[src/rtl/pr_free_list.sv]
`default_nettype none
// ============================================================================
// Module      : pr_free_list
// Description : Physical-register free list. It offers up to two tags per
//               cycle, reclaims tags released at commit, and keeps read-pointer
//               checkpoints for branch recall.
// Revision    : 1.0 - initial release
// ============================================================================
module pr_free_list #(
  parameter int NUM_PR   = 64,
  parameter int NUM_AR   = 32,
  parameter int NUM_FREE = 2,
  parameter int NUM_CKPT = 4,
  localparam int TAG_W   = $clog2(NUM_PR),
  localparam int DEPTH   = NUM_PR - NUM_AR,
  localparam int IDX_W   = $clog2(DEPTH),
  localparam int PTR_W   = IDX_W + 1,
  localparam int CKPT_W  = $clog2(NUM_CKPT)
) (
  input  logic              clk,
  input  logic              reset,
  input  logic [1:0]        alloc_req,
  input  logic              ext_stall,
  output logic [TAG_W-1:0]  alloc_addr [2],
  output logic              alloc_ok,
  input  logic [NUM_FREE-1:0] free_valid,
  input  logic [TAG_W-1:0]  free_addr [NUM_FREE],
  input  logic              ckpt_save,
  input  logic [CKPT_W-1:0] ckpt_save_id,
  input  logic              if_recall,
  input  logic [CKPT_W-1:0] recall_id,
  output logic [PTR_W-1:0]  free_count,
  output logic              overflow_err
);

  localparam logic [PTR_W:0] c_depth = (PTR_W+1)'(DEPTH);

  logic [TAG_W-1:0] r_buf [DEPTH];
  logic [PTR_W-1:0] r_head;
  logic [PTR_W-1:0] r_tail;
  logic [PTR_W-1:0] r_ckpt_head [NUM_CKPT];
  logic             r_overflow;

  logic [1:0]       w_req_cnt;
  logic [PTR_W-1:0] w_head_p1;
  logic [TAG_W-1:0] w_tag0;
  logic [TAG_W-1:0] w_tag1;
  logic             w_fire;
  logic [PTR_W-1:0] w_head_alloc;

  logic [PTR_W:0]   w_room;
  logic [PTR_W:0]   w_accepted;
  logic [PTR_W-1:0] w_tail_next;
  logic             w_drop;
  logic [NUM_FREE-1:0] w_wr_en;
  logic [IDX_W-1:0] w_wr_idx [NUM_FREE];

  // Wrap-bit pointers make tail - head the exact occupancy, full included.
  assign free_count   = r_tail - r_head;
  assign overflow_err = r_overflow;

  assign w_req_cnt = {1'b0, alloc_req[0]} + {1'b0, alloc_req[1]};
  assign w_head_p1 = r_head + PTR_W'(1);
  assign w_tag0    = r_buf[r_head[IDX_W-1:0]];
  assign w_tag1    = r_buf[w_head_p1[IDX_W-1:0]];

  assign alloc_addr[0] = w_tag0;
  assign alloc_addr[1] = alloc_req[0] ? w_tag1 : w_tag0;
  assign alloc_ok      = (PTR_W'(w_req_cnt) <= free_count);

  assign w_fire       = alloc_ok & ~ext_stall & ~if_recall & (|alloc_req);
  assign w_head_alloc = r_head + (w_fire ? PTR_W'(w_req_cnt) : '0);

  // Room is measured against the count before this cycle's allocation.
  assign w_room = c_depth - {1'b0, free_count};

  always_comb begin
    w_tail_next = r_tail;
    w_accepted  = '0;
    w_drop      = 1'b0;
    for (int i = 0; i < NUM_FREE; i++) begin
      w_wr_en[i]  = 1'b0;
      w_wr_idx[i] = w_tail_next[IDX_W-1:0];
      if (free_valid[i]) begin
        if (w_accepted < w_room) begin
          w_wr_en[i]  = 1'b1;
          w_tail_next = w_tail_next + PTR_W'(1);
          w_accepted  = w_accepted + (PTR_W+1)'(1);
        end else begin
          w_drop = 1'b1;
        end
      end
    end
  end

  always_ff @(posedge clk) begin
    if (reset) begin
      r_head     <= '0;
      r_tail     <= PTR_W'(DEPTH);
      r_overflow <= 1'b0;
      for (int c = 0; c < NUM_CKPT; c++) begin
        r_ckpt_head[c] <= '0;
      end
    end else begin
      r_tail <= w_tail_next;
      if (w_drop) begin
        r_overflow <= 1'b1;
      end
      if (if_recall) begin
        r_head <= r_ckpt_head[recall_id];
      end else begin
        r_head <= w_head_alloc;
        if (ckpt_save) begin
          r_ckpt_head[ckpt_save_id] <= w_head_alloc;
        end
      end
    end
  end

  always_ff @(posedge clk) begin
    if (reset) begin
      for (int k = 0; k < DEPTH; k++) begin
        r_buf[k] <= TAG_W'(NUM_AR + k);
      end
    end else begin
      for (int i = 0; i < NUM_FREE; i++) begin
        if (w_wr_en[i]) begin
          r_buf[w_wr_idx[i]] <= free_addr[i];
        end
      end
    end
  end

endmodule
`default_nettype wire

[config.mk]
export PLATFORM = sky130hd
export DESIGN_NAME = pr_free_list
export DESIGN_NICKNAME = d
export VERILOG_FILES = /design/src/rtl/pr_free_list.sv
export SDC_FILE = /design/constraint.sdc
export NUM_CORES = 1
export LEC_CHECK = 0
export CORE_MARGIN = 2
export CORE_UTILIZATION = 60
export DETAILED_ROUTE_END_ITERATION = 10
export PLACE_DENSITY = 0.78
export SKIP_CTS_REPAIR_TIMING = 1
export SYNTH_ARGS = -nofsm -noshare
export SYNTH_HDL_FRONTEND = slang
export SYNTH_SLANG_ARGS = --single-unit
[constraint.sdc]
create_clock -name clk -period 5.9 [get_ports clk]
set_input_delay 1.475 -clock clk [delete_from_list [all_inputs] [get_ports clk]]
set_output_delay 1.475 -clock clk [all_outputs]
set_load 0.05 [all_outputs]
## Yosys cells after proc, flatten, opt, wreduce, memory -nomap -nowiden

Memories as Yosys holds them, arrays and structs flattened. A register that Yosys moved wholly into a read port is not among the register bits.
Index checks and enable logic that the tools add are counted.

| cells by class | value |
|---|---|
| add/sub/neg operators | 7 |
| multiply operators | 0 |
| divide/modulo/power cells | 0 |
| $lt $le $gt $ge | 3 |
| equality and inequality tests | 0 |
| shift-type cells | 0 |
| mux-type cells | 39 |
| bitwise gates (word level) | 5 |
| reduce and logical (&&, ||, !) cells | 4 |

Operators with widths:

| kind | count |
|---|---|
| 6-bit 2-to-1 mux | 9 |
| 1-bit 2-to-1 mux | 25 |
| 6-bit OR reduction | 3 |
| 5-bit 2-to-1 mux | 3 |
| 6-bit by 1-bit adder with 6-bit output, second input constant | 2 |
| 1-bit by 7-bit < comparator with 1-bit output, first input constant | 1 |
| 7-bit < comparator | 1 |
| 6-bit by 6-bit subtractor with 7-bit output, first input constant | 1 |
| 6-bit by 2-bit adder with 6-bit output | 1 |
| 2-bit by 6-bit less-or-equal comparator with 1-bit output | 1 |
| 6-bit subtractor | 1 |
| 5-bit by 1-bit adder with 5-bit output, second input constant | 1 |
| 2-bit 2-to-1 mux | 2 |
| 1-bit bitwise AND | 3 |
| 1-bit by 1-bit adder with 2-bit output | 1 |
| 1-bit inverter | 2 |
| 2-bit OR reduction | 1 |

| word-level totals | value |
|---|---|
| bits in registers | 13 |
| bits in latches | 0 |
| bits in writable memories | 216 |
| ROM bits | 0 |
| input bits | 25 |
| output and inout bits | 20 |
| logic and storage cells | 63 |
| memories kept | 2 |

Memory list:

| name | words | bits a word | read ports | clocked after memory_dff | wr ports | line | RTL |
|---|---|---|---|---|---|---|---|
| r_buf | 32 | 6 | 2 | 1 | 32 | 38 | `logic [TAG_W-1:0] r_buf [DEPTH];` |
| r_ckpt_head | 4 | 6 | 1 | 0 | 4 | 41 | `logic [PTR_W-1:0] r_ckpt_head [NUM_CKPT];` |

## Depth between registers and ports, before layout

| depth | value |
|---|---|
| depth after elaboration | 13 |
| mapped depth | 19 |
| gate-level depth less buffers | 17 |

## Least setup slack after synthesis

OpenSTA, ideal clock, no wires.

| path | value |
|---|---|
| path type | register -> register |
| from | register r_head[2] |
| to | memory r_buf[1][0] (netlist bit) (data pin) |
| library setup time | 260 ps |
| data arrival time | 5066 ps |
| data required time | 5640 ps |
| path slack | 574 ps |
| cell stages (with the launch flop) | 16 |
| path buffers | 2 |
| period minus slack after synthesis | 5326 ps |
| path through | dfxtp_1 > clkinv_1 > buf_1 > ha_1 > a21o_1 > a21oi_2 > xnor2_1 > o211ai_1 > a211oi_2 > a21oi_1 > clkbuf_1 > xnor2_1 > ha_1 > nand3_1 > nor2_1 > mux2_2 |

RTL lines:

| item | line | RTL |
|---|---|---|
| start, declared | 39 | `logic [PTR_W-1:0] r_head;` |
| start signal, assigned | 110 | `r_head <= r_ckpt_head[recall_id];` |
| start signal, assigned | 112 | `r_head <= w_head_alloc;` |
| end, declared | 38 |  |

==> flow_summary.ini <==
[outcome]
status = completed

[sta]
finalSetupViolCount = 0
fin_ws_ns = 0.488
relSlewSlack = 0.243
period_share = 0.917
hold_viol = 0
fin_tns_setup_ns = 0
skew_ns = 0.0115
tightest_slew_ns = 1.13
fin_crit_ns = 5.41
grt_setup_unrepaired = false
maxSlewViolCount = 0
fmax_mhz = 185
holdWs_ns = 0.483

[power]
power.leakage_nw = 5.06
powerDensity_nw_per_um2 = 318
ir_worst_vdd_v = 0.000227
p_int_w = 0.00340
p_sw_frac = 0.352
seqPwrFrac = 0.373
p_clk_frac = 0.301
p_sw_w = 0.00185
comb_power_share = 0.326

[finish]
syn_to_final_growth_pct = 10.7
drive_gt1_frac = 0.261
finalNetCount = 1246
design_area_um2 = 16500
diodes = 0
fillerInstances = 1753

[critical_path]
crit_required_ns = 4.43
cp_max_fo = 15
cp-start-kind = flop
r2r_slack_ns = 0.65
r2r_start = r_tail[0]
endpoint_kind = primary output
rr_worst_depth = 15
setup.worst_path.class = flop to primary output
cp.arrival_ns = 3.94
r2r-end = r_buf[9][5]

[floorplanning]
fp.dieW_um = 162
io_pins = 45
core_area_um2 = 24400
fp.dieH_um = 162
dieArea_um2 = 26100
num_rows = 57
start_util = 0.611

[placed_design]
gp_congestion = 0.997
io_buffers = 44
placed_area_um2 = 15700
dp_hpwl_mm = 32.1
pre_cts_slack_ns = 0.825

[routing]
routedWlPerCell_um = 30.2
routed_wl_mm = 46.5
vias = 11456
drc = 0
antenna_left = 0
viasPerCell = 7.44
dr.pass1.iters = 6
drt_iter0_markers = 1761

[synth]
synth-xor-area-share = 0.0123
synth-edff-count = 216
synth_top_family_by_area = multiplexers
synth.distinct_cells = 62
synth_compound_area_frac = 0.0656
synth_top_cell_area_share = 0.435
synth_flop_cell = edfxtp_1
synthAdderAreaFrac = 0.0195
syn_area_um2 = 14900
synth_mux_area_frac = 0.295
yosysMostFrequentCell = edfxtp_1
yosys_register_bits = 229
yosys-top-cells-count = 216 x edfxtp_1, 126 x mux4_2, 115 x nor2_1
synth_top_area_cell = edfxtp_1
yosysSeqAreaShare = 0.453
synth_area_per_cell_um2 = 12.5
syn-instance-count = 1194
synth-simple-area-share = 0.119
ys.warnings.count = 0
synth_fp_nets = 1241
synth_async_sr_flop_share = 0
yosys-top-cells-area = edfxtp_1 44%, mux4_2 19%, mux2_2 5.3%

[global_routing]
overflow = 0
grt_pass1_vias = 11238
antenna_found_initial = 1
grt_max_degree = 50
grt_first_pass_wirelength_mm = 70.2
gr-usage-all-layers = 0.363

[clocking]
clockRootBuffer = clkbuf_16
clockBufferDepth = 3
htree_levels = 1
clock_latency_ns = 0.53
cts_tree = done
cts_buffers = 25
clk_pin_slew_ns = 0.06
clkSinkCount = 229

[hold_path]
min_from = overflow_err
hp-class = flop to flop
hold_path_depth = 2
min_delay_worst_endpoint = overflow_err

[run]
maxCapViolCount = 0
cell families (layout without fill, tap and decap cells):
kind of cell               count (synthesis)  in the layout
and+or+nand+nor                          381            381
muxes                                    272            272
DFF                                      229            229
buffers and inverters                    140            162
AOI/OAI and AO/OA                        130            130
adders and majority gates                 22             22
xor gates and xnor gates                  20             20
how the worst max path moves through the flow:
stage,slack [ns],from,depth (start not counted),to
finish,0.49,r_head[0],7,alloc_addr[1]
global route,0.24,r_tail[0],15,r_buf[9][5]
CTS,0.51,r_head[0],7,alloc_addr[1]
detailed placement,0.83,r_tail[0],15,r_buf[9][0]
global placement,0.93,alloc_req[0],8,alloc_ok
floorplan,0.57,r_head[2],15,r_buf[1][0]
critical path, cell delays in order, from the launching register on:
cell and delay [ns]:
dfxtp_4 0.37, ha_4 0.49, buf_4 0.32, mux4_2 0.56, mux4_2 0.56, mux2i_1 0.26, a21oi_1 0.11, clkdlybuf4s50_1 0.72
per-layer routing:
metal / GRT usage / vias up / part of all wire / wire length, um
li1: - / 4639 / - / -
met5: 0 / - / 0.00024 / 11
met4: 0.195 / 2 / 0.063 / 2910
met2: 0.574 / 1008 / 0.47 / 21700
met3: 0.0781 / 207 / 0.13 / 6100
met1: 0.476 / 5600 / 0.34 / 15800
per-stage QoR:
step                utilization  instances  power, W
finish                    0.676       1540   0.00524
global route              0.676       1540   0.00540
CTS                       0.676       1540   0.00520
detailed placement        0.643       1496   0.00365
global placement          0.643       1496   0.00363
floorplan                     -       1194   0.00313
cell usage in the layout, fill, tap and decap left out, types with 7 or more instances in the layout:
cell type	instances
ha_1	19
nand3b_1	9
mux2_2	70
or2_2	7
or3_1	15
a211o_1	17
nor2_1	115
dfxtp_1	11
o31ai_1	8
clkdlybuf4s50_1	41
buf_4	44
clkbuf_16	25
xnor2_1	13
edfxtp_1	216
clkinv_1	7
inv_1	25
o21ai_0	11
o22ai_1	8
a21oi_1	25
mux4_2	126
nand2b_1	12
mux2i_1	73
o22a_1	29
nand3_1	45
nor2_2	8
nor3_1	45
nand2_1	99
power groups by stage:
stage | clock network [W] | registers (W) | logic, W
final | 0.00158 | 0.00195 | 0.00171
after CTS | 0.00158 | 0.00195 | 0.00168
after floorplan | 0 | 0.00195 | 0.00118
after global placement | 0 | 0.00197 | 0.00166
after detailed placement | 0 | 0.00198 | 0.00167
after global routing | 0.00163 | 0.00196 | 0.00180
sequential cells by signal, indices dropped and copies added, names as in the netlist:
register      count
r_head            6
overflow_err      1
r_buf           192
r_tail            6
r_ckpt_head      24
area by class of cell:
| class | instances | area, um2 | area share |
|---|---|---|---|
| clock buffers | 27 | 633 | 0.0384 |
| clock inverters | 17 | 175 | 0.0106 |
| inverters | 30 | 113 | 0.00683 |
| multi-input cells | 825 | 7650 | 0.464 |
| flip-flops and latches | 229 | 6750 | 0.409 |
| well taps | 324 | 405 | 0.0246 |
| repair buffers | 88 | 771 | 0.0467 |
Note: power is estimated with default switching activity, not from simulation.
